--- src/rtl/expu_acc.sv ---
// expu_acc: streaming bfloat16 accumulator for the softmax denominator.
// It sums the non-negative exponentials from expu_top over one group of beats.
// A group ends with the beat that has last_i set. The rounded sum is then
// presented on a valid/ready output handshake.
//
// Ports:
//   clk_i, rst_ni       clock, asynchronous active-low reset
//   clear_i             synchronous clear back to IDLE, all state zeroed
//   enable_i            gates input acceptance only
//   valid_i / ready_o   input beat handshake
//   float_i, last_i     input float {sign, exp, mant} and end-of-group marker
//   valid_o / ready_i   output sum handshake
//   sum_o               rounded group sum (sign always 0)
//   count_o             beats accepted in the current group (saturating)
//   neg_o               a negative beat was accepted in this group
//
// state | meaning
// IDLE  | accumulator empty, waiting for the first beat of a group
// ACCUM | group in progress
// DONE  | group closed, sum presented on valid_o until ready_i
module expu_acc #(
    parameter int EXPONENT_BITS = 8,
    parameter int MANTISSA_BITS = 7,
    parameter int GUARD_BITS    = 8,
    parameter int COUNT_WIDTH   = 16
) (
    input  logic                                   clk_i,
    input  logic                                   rst_ni,
    input  logic                                   clear_i,
    input  logic                                   enable_i,
    input  logic                                   valid_i,
    output logic                                   ready_o,
    input  logic [EXPONENT_BITS+MANTISSA_BITS:0]   float_i,
    input  logic                                   last_i,
    output logic                                   valid_o,
    input  logic                                   ready_i,
    output logic [EXPONENT_BITS+MANTISSA_BITS:0]   sum_o,
    output logic [COUNT_WIDTH-1:0]                 count_o,
    output logic                                   neg_o
);

    localparam int E  = EXPONENT_BITS;
    localparam int M  = MANTISSA_BITS;
    localparam int G  = GUARD_BITS;
    localparam int SW = 1 + M + G;
    localparam logic [E-1:0] EXP_MAX = {E{1'b1}};

    typedef enum logic [1:0] {IDLE, ACCUM, DONE} state_t;

    state_t state, state_nxt;

    logic [E-1:0]  acc_exp;
    logic [SW-1:0] acc_sig;
    logic          acc_nan, acc_inf;

    logic          accept, handshake;
    logic          in_sign;
    logic [E-1:0]  in_exp;
    logic [M-1:0]  in_mant;
    logic          op_nan, op_inf, op_num;
    logic [SW-1:0] op_sig;

    assign accept    = valid_i & ready_o;
    assign handshake = valid_o & ready_i;

    // Operand classification. A negative operand is dropped whatever its
    // encoding, so a negative NaN or Inf never poisons the sum.
    assign in_sign = float_i[E+M];
    assign in_exp  = float_i[E+M-1:M];
    assign in_mant = float_i[M-1:0];
    assign op_nan  = !in_sign && (in_exp == EXP_MAX) && (in_mant != '0);
    assign op_inf  = !in_sign && (in_exp == EXP_MAX) && (in_mant == '0);
    assign op_num  = !in_sign && (in_exp != '0) && (in_exp != EXP_MAX);
    assign op_sig  = {1'b1, in_mant, {G{1'b0}}};

    // State register
    always_ff @(posedge clk_i or negedge rst_ni) begin
        if (!rst_ni) begin
            state <= IDLE;
        end else begin
            state <= state_nxt;
        end
    end

    // Next state
    always_comb begin
        state_nxt = state;
        if (clear_i) begin
            state_nxt = IDLE;
        end else begin
            case (state)
                IDLE:    if (accept) state_nxt = last_i ? DONE : ACCUM;
                ACCUM:   if (accept && last_i) state_nxt = DONE;
                DONE:    if (handshake) state_nxt = IDLE;
                default: state_nxt = IDLE;
            endcase
        end
    end

    // Outputs
    always_comb begin
        ready_o = enable_i && (state != DONE);
        valid_o = (state == DONE);
    end

    // Adder. Both operands are non-negative, so the result only ever
    // needs a single right shift on carry-out. An empty accumulator
    // (exp 0) always shifts out completely, which loads the operand as is.
    logic [E-1:0]  add_exp, big_exp, diff;
    logic [SW-1:0] add_sig, big_sig, small_sig, shifted;
    logic [SW:0]   sum_wide;
    logic          add_inf;

    always_comb begin
        add_exp   = acc_exp;
        add_sig   = acc_sig;
        add_inf   = acc_inf;
        big_exp   = acc_exp;
        big_sig   = acc_sig;
        small_sig = op_sig;
        diff      = '0;
        shifted   = '0;
        sum_wide  = '0;
        if (op_num && !acc_inf && !acc_nan) begin
            if (in_exp > acc_exp) begin
                big_exp   = in_exp;
                big_sig   = op_sig;
                small_sig = acc_sig;
                diff      = in_exp - acc_exp;
            end else begin
                diff      = acc_exp - in_exp;
            end
            shifted  = (32'(diff) >= SW) ? '0 : (small_sig >> diff);
            sum_wide = {1'b0, big_sig} + {1'b0, shifted};
            if (sum_wide[SW]) begin
                add_sig = sum_wide[SW:1];
                add_exp = big_exp + 1'b1;
                if (add_exp == EXP_MAX) add_inf = 1'b1;
            end else begin
                add_sig = sum_wide[SW-1:0];
                add_exp = big_exp;
            end
        end
    end

    // Accumulator, beat counter and negative flag
    always_ff @(posedge clk_i or negedge rst_ni) begin
        if (!rst_ni) begin
            acc_exp <= '0;
            acc_sig <= '0;
            acc_nan <= 1'b0;
            acc_inf <= 1'b0;
            count_o <= '0;
            neg_o   <= 1'b0;
        end else if (clear_i || handshake) begin
            acc_exp <= '0;
            acc_sig <= '0;
            acc_nan <= 1'b0;
            acc_inf <= 1'b0;
            count_o <= '0;
            neg_o   <= 1'b0;
        end else if (accept) begin
            acc_exp <= add_exp;
            acc_sig <= add_sig;
            acc_nan <= acc_nan | op_nan;
            acc_inf <= add_inf | op_inf;
            if (count_o != {COUNT_WIDTH{1'b1}}) count_o <= count_o + 1'b1;
            neg_o   <= neg_o | in_sign;
        end
    end

    // Round-to-nearest-even of the stored mantissa from the guard bits.
    // A mantissa carry means the significand rolled over to 2.0.
    logic          rnd_bit, sticky, round_up;
    logic [M:0]    mant_r;
    logic [E-1:0]  out_exp;

    always_comb begin
        rnd_bit  = acc_sig[G-1];
        sticky   = |acc_sig[G-2:0];
        round_up = rnd_bit && (sticky || acc_sig[G]);
        mant_r   = {1'b0, acc_sig[SW-2:G]} + {{M{1'b0}}, round_up};
        out_exp  = mant_r[M] ? acc_exp + 1'b1 : acc_exp;
        if (acc_nan) begin
            sum_o = {1'b0, EXP_MAX, 1'b1, {(M-1){1'b0}}};
        end else if (acc_inf || (out_exp == EXP_MAX)) begin
            sum_o = {1'b0, EXP_MAX, {M{1'b0}}};
        end else if (acc_sig == '0) begin
            sum_o = '0;
        end else begin
            sum_o = {1'b0, out_exp, mant_r[M-1:0]};
        end
    end

endmodule

--- config.mk ---
export PLATFORM = sky130hd
export DESIGN_NAME = expu_acc
export DESIGN_NICKNAME = d
export VERILOG_FILES = /design/src/rtl/expu_acc.sv
export SDC_FILE = /design/constraint.sdc
export NUM_CORES = 1
export LEC_CHECK = 0
export ABC_CLOCK_PERIOD_IN_PS = 14050
export CAP_MARGIN = 20
export CELL_PAD_IN_SITES_DETAIL_PLACEMENT = 1
export CELL_PAD_IN_SITES_GLOBAL_PLACEMENT = 1
export CORE_MARGIN = 8
export CORE_UTILIZATION = 45
export CTS_CLUSTER_DIAMETER = 40
export DETAILED_ROUTE_END_ITERATION = 12
export PLACE_DENSITY = 0.85
export SYNTH_ARGS = -nofsm -noshare
export SYNTH_HDL_FRONTEND = slang
export SYNTH_SLANG_ARGS = --single-unit
--- constraint.sdc ---
create_clock -name clk_i -period 14.05 [get_ports clk_i]
set_clock_uncertainty 0.2 [all_clocks]
set_input_delay 1.405 -clock clk_i [delete_from_list [all_inputs] [get_ports clk_i]]
set_output_delay 1.405 -clock clk_i [all_outputs]
set_load 0.03 [all_outputs]
; Yosys cells after proc, flatten, opt, wreduce, memory -nomap -nowiden
; Index checks and enable logic that the tools add are counted.
[classes]
addsub = 7
n_mul = 0
div = 0
n_lt_le_gt_ge = 2
n_eq_ne = 11
n_shift = 1
n_mux = 39
bitwise = 5
n_reduce_logical = 28
[op_table]
columns = op, n
row1 = $mux W16, 12
row2 = $mux W8, 9
row3 = $mux W15, 3
row4 = $eq A8 B8 Y1 const B, 3
row5 = $add A16 B16 Y17, 1
row6 = $add A16 B1 Y16 const B, 1
row7 = $add A8 B1 Y8 const B, 2
row8 = $logic_not A16 Y1, 1
row9 = $ne A16 B16 Y1 const B, 1
row10 = $shr A16 B8 Y16, 1
row11 = $sub A8 B8 Y8, 2
row12 = $logic_and A1 B1 Y1, 10
row13 = $mux W2, 5
row14 = $mux W1, 9
row15 = $add A7 B1 Y8, 1
row16 = $ge A8 B5 Y1 const B, 1
row17 = $gt A8 B8 Y1, 1
row18 = $ne A8 B8 Y1 const B, 1
row19 = $reduce_bool A8 Y1, 1
row20 = $logic_not A7 Y1, 1
row21 = $reduce_bool A7 Y1, 1
row22 = $reduce_or A7 Y1, 1
row23 = $ne A3 B3 Y1 const B, 2
row24 = $pmux W2 S3, 1
row25 = 12 further kinds, 22
[word_totals]
regBits = 45
latchBits = 0
mem_bits_rw = 0
romBits = 0
inputBits = 23
output_inout_bits = 35
mem_count = 0

; Depth between registers and ports, before layout
; Gate-level depths: netlist of the first run.
[logic_depth]
depth_word = 14
depth_mapped = 26

; Worst setup path after synthesis of the first run
; No wires, ideal clock.
[synth_path]
path_type = in2reg
start = input port float_i[7]
end = register acc_sig[10]
setup_ps = 135
arrival_ps = 6062
required_time_ps = 13715
setup_slack_ps = 7653
path_stages = 23
cell_sequence = inv_1 > ha_1 > fa_1 > and2b_1 > o21bai_4 > a211oi_4 > buf_4 > nor3_1 > a211oi_1 > nor3_2 > nand2_1 > o32ai_1 > ha_1 > fa_1 > a21oi_1 > nand4b_1 > nand4_1 > a31o_2 > o21ba_2 > buf_2 > buf_1 > a211oi_1 > nor3_1
[synth_between]
elab_chain_cells = 10
[synth_rtl]
columns = item, line
row1 = from (decl), 33  ; input logic [EXPONENT_BITS+MANTISSA_BITS:0] float_i,
row2 = $sub A8 B8 Y8 (tied with other cells), 131  ; diff = acc_exp - in_exp;
row3 = $mux W8 or $mux W16 (tied branches), 125  ; if (in_exp > acc_exp) begin
row4 = $mux W8 or $mux W16 (tied branches), 124  ; if (op_num && !acc_inf && !acc_nan) begin
row5 = $ge A8 B5 Y1 or $shr A16 B8 Y16 (tied branches), 133  ; shifted = (32'(diff) >= SW) ? '0 : (small_sig >> diff);
row6 = $mux W16, 133
row7 = $add A16 B16 Y17, 134  ; sum_wide = {1'b0, big_sig} + {1'b0, shifted};
row8 = $mux W16, 135  ; if (sum_wide[SW]) begin
row9 = $mux W16, 124
row10 = $mux W16, 162  ; end else if (accept) begin
row11 = $mux W16, 155  ; end else if (clear_i || handshake) begin
row12 = to (signal assigned), 164  ; acc_sig <= add_sig;
row13 = to (decl), 53  ; logic [SW-1:0] acc_sig;
; Parallel ways exist; a longest one is shown, timed or not. The select of a mux whose other input is x is not followed.
; A chain may end at the register's enable or synchronous reset.

; Worst setup path in the final report of the first run
[layout_path]
start = input port float_i[7]
end = register acc_exp[6]
[layout_between]
elab_chain_cells = 10
[layout_rtl]
columns = item, line
row1 = $sub A8 B8 Y8 (tied with other cells), 131
row2 = $mux W8 or $mux W16 (tied branches), 125
row3 = $mux W8 or $mux W16 (tied branches), 124
row4 = $ge A8 B5 Y1 or $shr A16 B8 Y16 (tied branches), 133
row5 = $mux W16, 133
row6 = $add A16 B16 Y17, 134
row7 = $mux W8, 135
row8 = $mux W8, 124
row9 = $mux W8, 162
row10 = $mux W8, 155
row11 = to (signal assigned), 163  ; acc_exp <= add_exp;
row12 = to (decl), 52  ; logic [E-1:0] acc_exp;
; Parallel ways exist; a longest one is shown, timed or not. The select of a mux whose other input is x is not followed.

==> key figures, run 1 <==
Yosys
  – Mapped Area: 5678 um^2
  – Synth top area share: 0.1983
  – Synth Instances: just over 700
  – Synth Warn #: 0
  – Post-Syn Nets: 780
  – Largest cells by area after synthesis: dfrtp_1 20%, ha_1 7.9%, nand2_1 4.8%, nor2_1 4.4%, a21oi_1 4.2%
  – Post-synth EDFFs: 0
  – Ys flop type: dfrtp_1
  – Async S/R FF share, synth: 1.000
  – Yosys top cell by area: dfrtp_1
  – Synth Register Bits: 45
  – Unique masters post-synth: 84
  – Mean Syn Cell Area: between 7 and 8 um^2
  – Sequential share of the synthesized area: 0.1983

Worst hold path
  – HP Start: state[1]
  – Hold path cells: 1
  – Min-delay worst type: register to register

Worst setup path
  – Worst-path cell chain: clkdlybuf4s50_1 -> inv_1 -> ha_1 -> nand4_1 -> o21ba_2 -> nor2_4 -> a211oi_1 -> nor4_4 -> nand2_1 -> o32ai_1 -> ha_1 -> o21a_1 -> nor2_1 -> o21ai_0 -> a31o_2 -> o21ba_2 -> nand3_1 -> or3_1 -> a41oi_1
  – Worst EP required: ~14000 ps
  – CP startpoint: float_i[7]
  – Critical Path AT: 8270 ps
  – Worst reg-to-reg path cell count: 17
  – Crit path launch type: input pin
  – Slowest CP cell: ha_1
  – CP Class: input pin to register
  – Worst Path Max Fanout: 30
  – Endpoint class of the critical path: register
  – FF-to-FF Start: acc_exp[0]
  – Crit-path max cell delay: approximately 840 ps

Die
  – Initial Util: 0.4555
  – Core ar.: 12470 um^2
  – Chip Width: ~130 um
  – Chip height: between 100 and 150 um
  – Row count: slightly above 40
  – Die Area: about 16000 um^2
  – I/O pin count: slightly below 60

Global route
  – Vias in the first global route: between 6000 and 7000
  – Largest net degree at the start of global routing: 46
  – Initial antenna violation count: 0
  – Tot GR Track Use: 0.2544
  – Grt ovf: 0
  – First-pass GRT wire length: 33610 um

Clock network
  – Setup bufs post-CTS: 0
  – Clock latency on the worst-skew pair: between 200 and 300 ps
  – Clk pin slew, worst setup/hold paths: approximately 70 ps
  – H-tree depth: 2
  – CTS Hold Bufs: 0
  – # clock sinks: 45
  – Max Buffers Root-to-Sink: 2
  – CTS tree: yes
  – Num CTS Buffers: 5
  – CTS root buf: clkbuf_16
  – Post_cts resized: 0

Layout
  – Total Nets Final: approximately 810
  – Area added between synthesis and finish: 13.66%
  – Layout cell share with drive strength beyond 1: 0.09543
  – Fin util: 0.5177
  – Non-filler cells in the finished layout: 916
  – Multi-input logic area: between 4000 and 5000 um^2
  – Register area: 1126 um^2
  – Diode count: 0
  – Fillers: about 1500

Pwr
  – P per Cell Area: 83.80 nW/um^2
  – Pleak: approximately 2.6 nW
  – Worst VDD drop: about 0.054 mV
  – Total chip power: around 0.00054 W

Run
  – Max-cap violations: 0

Route
  – Drt wl/cell: 22.87 um
  – Residual DRC: 0
  – Via count: between 5000 and 6000
  – Vias/cell: 6.451
  – First-pass DRT Iterations: 5
  – Remaining antenna violation count after routing: 0
  – Final wirelength: approximately 21000 um
  – Drt initial violations: between 400 and 500

Timing
  – Final max-slew violation count: 0
  – Final period util: 0.5888
  – Final min period: slightly above 8000 ps
  – Hold Slack: 267.7 ps
  – Worst-margin pin slew: 863.6 ps
  – Final hold viol count: 0
  – Setup TNS: 0 ps
  – Headroom to the max-slew limit: 0.4242
  – Max Freq: 120.9 MHz
  – Final setup vio count: 0
  – Unrepaired setup endpoints after global routing: false

Placed design
  – # port buffers: 56
  – DPL Wire Length: 15960 um
  – Gpl congestion: a little over 0.9
  – Placed cells: slightly above 900

Status
  – Status: finished clean
==> Yosys cell counts (5+ instances only) <==
cell / instances
o21ai_1: 5
nor2_1: 67
or2_2: 7
a31oi_1: 5
or3_1: 14
nand3_1: 29
clkbuf_1: 23
nor4_1: 11
a21o_1: 14
xnor2_1: 21
xor2_1: 17
and3_1: 13
buf_2: 5
nand2_1: 72
o211ai_1: 14
nor2b_1: 6
dfrtp_1: 45
inv_1: 24
mux4_2: 8
nand4_1: 13
o2111ai_1: 5
nor3_1: 19
a211oi_1: 17
o21ai_0: 40
mux2_2: 14
buf_4: 6
mux2i_1: 21
ha_1: 36
a21oi_1: 48
o21a_1: 7
==> registers in the layout, indices dropped and copies added, names as in the netlist <==
name	count
acc_nan	1
state	2
neg_o	1
acc_inf	1
count_o	16
acc_exp	8
acc_sig	16
==> routing by layer <==
layer,up-vias,global-route usage,wire length [um]
li1,2711,-,-
met1,2936,0.3122,8758
met2,212,0.4457,10380
met3,50,0.03103,1173
met4,0,0.09580,644
met5,-,0,0
==> final timing paths <==
check	to	slack, ps
worst min-delay path	state[0]	270
max in group asynchronous	acc_inf	12420
worst max-delay path	acc_exp[6]	5780
worst max register to register	acc_exp[6]	6960
worst min register to register	state[0]	270
min in group asynchronous	acc_sig[7]	760
==> placed cells by master, fill, tap and decap left out, drive strengths merged, types with 4 or more instances in the layout <==
master	Yosys	final
nand2	74	74
a211oi	18	18
buf	18	6
inv	24	24
dfrtp	45	45
or2	8	8
xor2	17	17
o2111ai	5	5
nand4	14	14
nor3	22	22
and3	13	13
nor4	13	13
clkdlybuf4s50	0	55
o21a	7	7
a21oi	49	49
xnor2	21	21
or3	14	14
nor2b	6	6
a31oi	5	5
nor2	70	70
and2	4	4
a21o	14	14
nand3	31	31
mux2	15	15
clkbuf	25	6
o211ai	14	14
ha	36	36
a22oi	4	4
mux2i	21	21
mux4	8	8
and4	4	4
o21ai	47	47
==> area by class of cell <==
type                    instances  share of cell area
clock buffers                   6             0.02152
clock inverters                 2            0.005816
inverters                      24             0.01396
flip-flops and latches         45              0.1745
repair buffers                 61             0.09345
multi-input cells             606              0.6574
well taps                     172             0.03335
==> through the flow <==
| step | worst slack, ps | cell area [um^2] |
|---|---|---|
| after floorplan | 7653 | 5678 |
| after global placement | 5990 | 6252 |
| after detailed placement | 5551 | 6257 |
| after CTS | 5825 | 6434 |
| after global routing | 5428 | 6454 |
| final | 5778 | 6454 |
==> critical path: cells and delay by family <==
kind	cells	cell delay, ps
AO/OA/AOI/OAI	8	2710
AND/OR/NAND/NOR	7	2310
buffers and inverters	2	620
adder cells (fa/ha/maj)	2	1200
==> report_power, final <==
part / leakage, nW / switching [W] / internal (W) / total [W]
clock network: 0.0831 / 0.0000525 / 0.0000888 / 0.000141
logic: 1.93 / 0.000161 / 0.0000899 / 0.000250
registers: 0.615 / 0.0000140 / 0.000135 / 0.000149
==> logic make-up (layout without fill, tap and decap cells) <==
kind of cell             after synthesis  in the layout  synth area share
AND/OR/NAND/NOR                      282            282            0.2539
AO/OA/AOI/OAI                        202            202            0.2450
buffers and inverters                 67             93           0.05509
flip-flops                            45             45            0.1983
other                                  1              1         0.0006605
multiplexers                          44             44           0.09850
adder cells (fa/ha/maj)               39             39           0.08991
XOR/XNOR                              38             38           0.05862
Note: power is estimated with default switching activity, not from simulation.
==> run 2: changes to the inputs <==
==> config.mk (replaced) <==
export PLATFORM = sky130hd
export DESIGN_NAME = expu_acc
export DESIGN_NICKNAME = d
export VERILOG_FILES = /design/src/rtl/expu_acc.sv
export SDC_FILE = /design/constraint.sdc
export NUM_CORES = 1
export LEC_CHECK = 0
export ABC_CLOCK_PERIOD_IN_PS = 7600
export CAP_MARGIN = 20
export CELL_PAD_IN_SITES_DETAIL_PLACEMENT = 1
export CELL_PAD_IN_SITES_GLOBAL_PLACEMENT = 1
export CORE_MARGIN = 8
export CORE_UTILIZATION = 40
export CTS_CLUSTER_DIAMETER = 40
export DETAILED_ROUTE_END_ITERATION = 12
export PLACE_DENSITY = 0.8
export SYNTH_ARGS = -nofsm -noshare
export SYNTH_HDL_FRONTEND = slang
export SYNTH_SLANG_ARGS = --single-unit
==> constraint.sdc (replaced) <==
create_clock -name clk_i -period 7.6 [get_ports clk_i]
set_clock_uncertainty 0.2 [all_clocks]
set_input_delay 0.76 -clock clk_i [delete_from_list [all_inputs] [get_ports clk_i]]
set_output_delay 0.76 -clock clk_i [all_outputs]
set_load 0.03 [all_outputs]
==> key figures, run 2 (synthesis results as in run 1) <==
Worst setup path
  – Endpoint class of the critical path: register
  – Crit path launch type: input pin
  – Critical Path AT: 7150 ps (-1120 ps)
  – Crit-path max cell delay: 640 ps (-200 ps)
  – Worst-path cell chain: clkdlybuf4s50_1 -> inv_1 -> ha_1 -> fa_1 -> and2b_1 -> o21bai_4 -> a211oi_4 -> nor2_4 -> a211oi_1 -> nor3_2 -> nand2_1 -> o32ai_1 -> ha_1 -> fa_1 -> a21oi_1 -> nand4b_1 -> nand4_1 -> a31o_2 -> o21ba_2 -> nand4b_1 -> mux2_2 -> o21ai_0
  – Worst Path Max Fanout: 18 (-40%)
  – CP Class: input pin to register
  – Slowest CP cell: a211oi_1
  – Largest delay share family, worst path: compound AO/OA/AOI/OAI gates
  – Worst EP required: 7620 ps (-6430 ps)
  – CP bufs+invs: 2 (unchanged)

Pwr
  – Clock power frac: 0.255 (-0.006)
  – Worst VDD drop: 0.1409 mV (+160%)
  – Switching share of power: 0.4218 (+0.001910)
  – Combinational power share: 0.468 (+0.005)
  – Pleak: 2.663 nW (+1.2%)
  – P per Cell Area: 153.2 nW/um^2 (+83%)
  – Seq pwr share: 0.277 (about the same)
  – Internal: 0.0005763 W (+84%)
  – Switching pwr: 0.0004204 W (+85%)

Layout
  – Layout cell share with drive strength beyond 1: 0.1039 (+0.008431)
  – Top flop regs: acc_sig: 16 flops, count_o: 16 flops, acc_exp: 8 flops
  – Multi-input logic area: 4243 um^2 (unchanged)
  – Highest-count cells in the layout ignoring fill and taps: 72 x nand2_1, 67 x nor2_1, 55 x clkdlybuf4s50_1
  – Total Nets Final: 813 (+0.99%)
  – Area added between synthesis and finish: 14.54%
  – Most common cell after layout, fill and taps aside: nand2_1
  – Fillers: 1713 (+11%)
  – Register area: 1126 um^2 (unchanged)

Global route
  – Largest net degree at the start of global routing: 46 (unchanged)
  – First-pass GRT wire length: 34110 um (+1.5%)
  – Initial antenna violation count: 0 (unchanged)
  – Tot GR Track Use: 0.2315 (-0.02289)
  – Grt ovf: 0 (unchanged)
  – Vias in the first global route: 6190 (+0.081%)

Placed design
  – # port buffers: 56 (unchanged)
  – Gpl congestion: 0.9471 (+1.6%)
  – DPL Wire Length: 16380 um (+2.6%)

Route
  – Drt wl/cell: 22.61 um (-1.2%)
  – Met2 Wirelength: 10080 um (-2.8%)
  – Via count: 5877 (-0.54%)
  – Top sig layer: met4
  – Drt initial violations: 482 (-2.2%)
  – First-pass DRT Iterations: 5 (unchanged)
  – Met3 wire length: 1026 um (-13%)
  – Post-Route M1 WL: 9292 um (+6.1%)
  – Vias/cell: 6.306 (-2.2%)
  – Remaining antenna violation count after routing: 0 (unchanged)
  – Residual DRC: 0 (unchanged)
  – Final wirelength: 21070 um (+0.57%)

Clock network
  – # clock sinks: 45 (unchanged)
  – CTS tree: yes
  – CTS Hold Bufs: 0 (unchanged)
  – CTS root buf: clkbuf_16
  – Post_cts resized: 0 (unchanged)
  – Setup bufs post-CTS: 0 (unchanged)
  – H-tree depth: 2 (unchanged)
  – Clk pin slew, worst setup/hold paths: 70 ps (about the same)
  – Max Buffers Root-to-Sink: 2 (unchanged)
  – Clock latency on the worst-skew pair: 300 ps (about the same)
  – Num CTS Buffers: 5 (unchanged)

Worst hold path
  – Min-delay worst type: register to register

Die
  – Die Area: 18260 um^2 (+11%)
  – Chip Width: 135.1 um (+5.3%)
  – Core ar.: 13880 um^2 (+11%)
  – Chip height: 135.1 um (+5.3%)
  – Initial Util: 0.4090 (-0.04644)
  – Row count: 43 (+4.9%)
  – I/O pin count: 58 (unchanged)

Timing
  – Unrepaired setup endpoints after global routing: false
  – Hold Slack: 285.5 ps (+17.81 ps)
  – Worst-margin pin slew: 884.9 ps (+21.26 ps)
  – Final min period: ~7100 ps
  – Final hold viol count: 0 (unchanged)
  – Setup TNS: 0 ps (unchanged)
  – Final max-slew violation count: 0 (unchanged)
  – Final setup vio count: 0 (unchanged)
  – Headroom to the max-slew limit: 0.4101 (-0.01418)
  – Final period util: 0.9382
  – Max Freq: ~140 MHz

Run
  – Max-cap violations: 0 (unchanged)

Status
  – Status: finished clean
-- run 2: worst reg2reg max path, cell delays in order (launching register included) --
cell and delay [ps]:
dfrtp_1 500, ha_1 280, fa_1 400, and2b_1 270, o21bai_4 100, a211oi_4 610, nor2_4 230, a211oi_1 640
nor3_2 180, nand2_1 210, o32ai_1 130, ha_1 280, fa_1 440, a21oi_1 260, nand4b_1 200, nand4_1 190
a31o_2 310, o21ba_2 370, nand4b_1 190, mux2_2 350, o21ai_0 160
-- run 2: cell type report --
cell class	instances	share of cell area
Tap cell	180	0.03463
Timing Repair Buffer	69	0.1004
Antenna cell	1	0.0003848
Clock inverter	2	0.005964
Sequential cell	45	0.1731
Inverter	24	0.01385
Multi-Input combinational cell	606	0.6524
Clock buffer	5	0.01924
-- run 2: layer usage --
layer / GRT usage / vias to the layer above
met5: 0 / -
met4: 0.09747 / 0
met3: 0.03932 / 41
met2: 0.3827 / 201
met1: 0.2917 / 2906
li1: - / 2729
-- run 2: worst paths after layout --
path                            slack (ps)  cells past startpoint          end       start
worst max-delay path                   470                     22   acc_exp[4]  float_i[7]
worst min-delay path                   290                      1     state[0]    state[1]
worst max register to register        1030                     20   acc_exp[4]  acc_exp[0]
worst min register to register         290                      1     state[0]    state[1]
max in group asynchronous             6430                      2  acc_sig[15]      rst_ni
min in group asynchronous              350                      2   acc_sig[7]      rst_ni
-- run 2: through the flow --
step,cell area [um^2],util,total power (W),instances,setup slack [ps]
6_report,6504,0.4685,0.0009966,932,469.7
5_1_grt,6501,0.4684,0.001046,931,68.50
4_1_cts,6501,0.4684,0.0009929,931,530.5
3_5_place_dp,6337,0.4566,0.0007339,924,269.4
3_3_place_gp,6337,0.4566,0.0007226,924,545.3
2_1_floorplan,5678,-,0.0005970,718,1848
-- run 2: power by group through the flow --
stage / Sequential (W) / Clock (W) / Combinational, W
final: 0.000276 / 0.000254 / 0.000467
after global routing: 0.000277 / 0.000267 / 0.000501
after CTS: 0.000275 / 0.000259 / 0.000459
after detailed placement: 0.000279 / 0 / 0.000455
after global placement: 0.000278 / 0 / 0.000445
after floorplan: 0.000264 / 0 / 0.000333
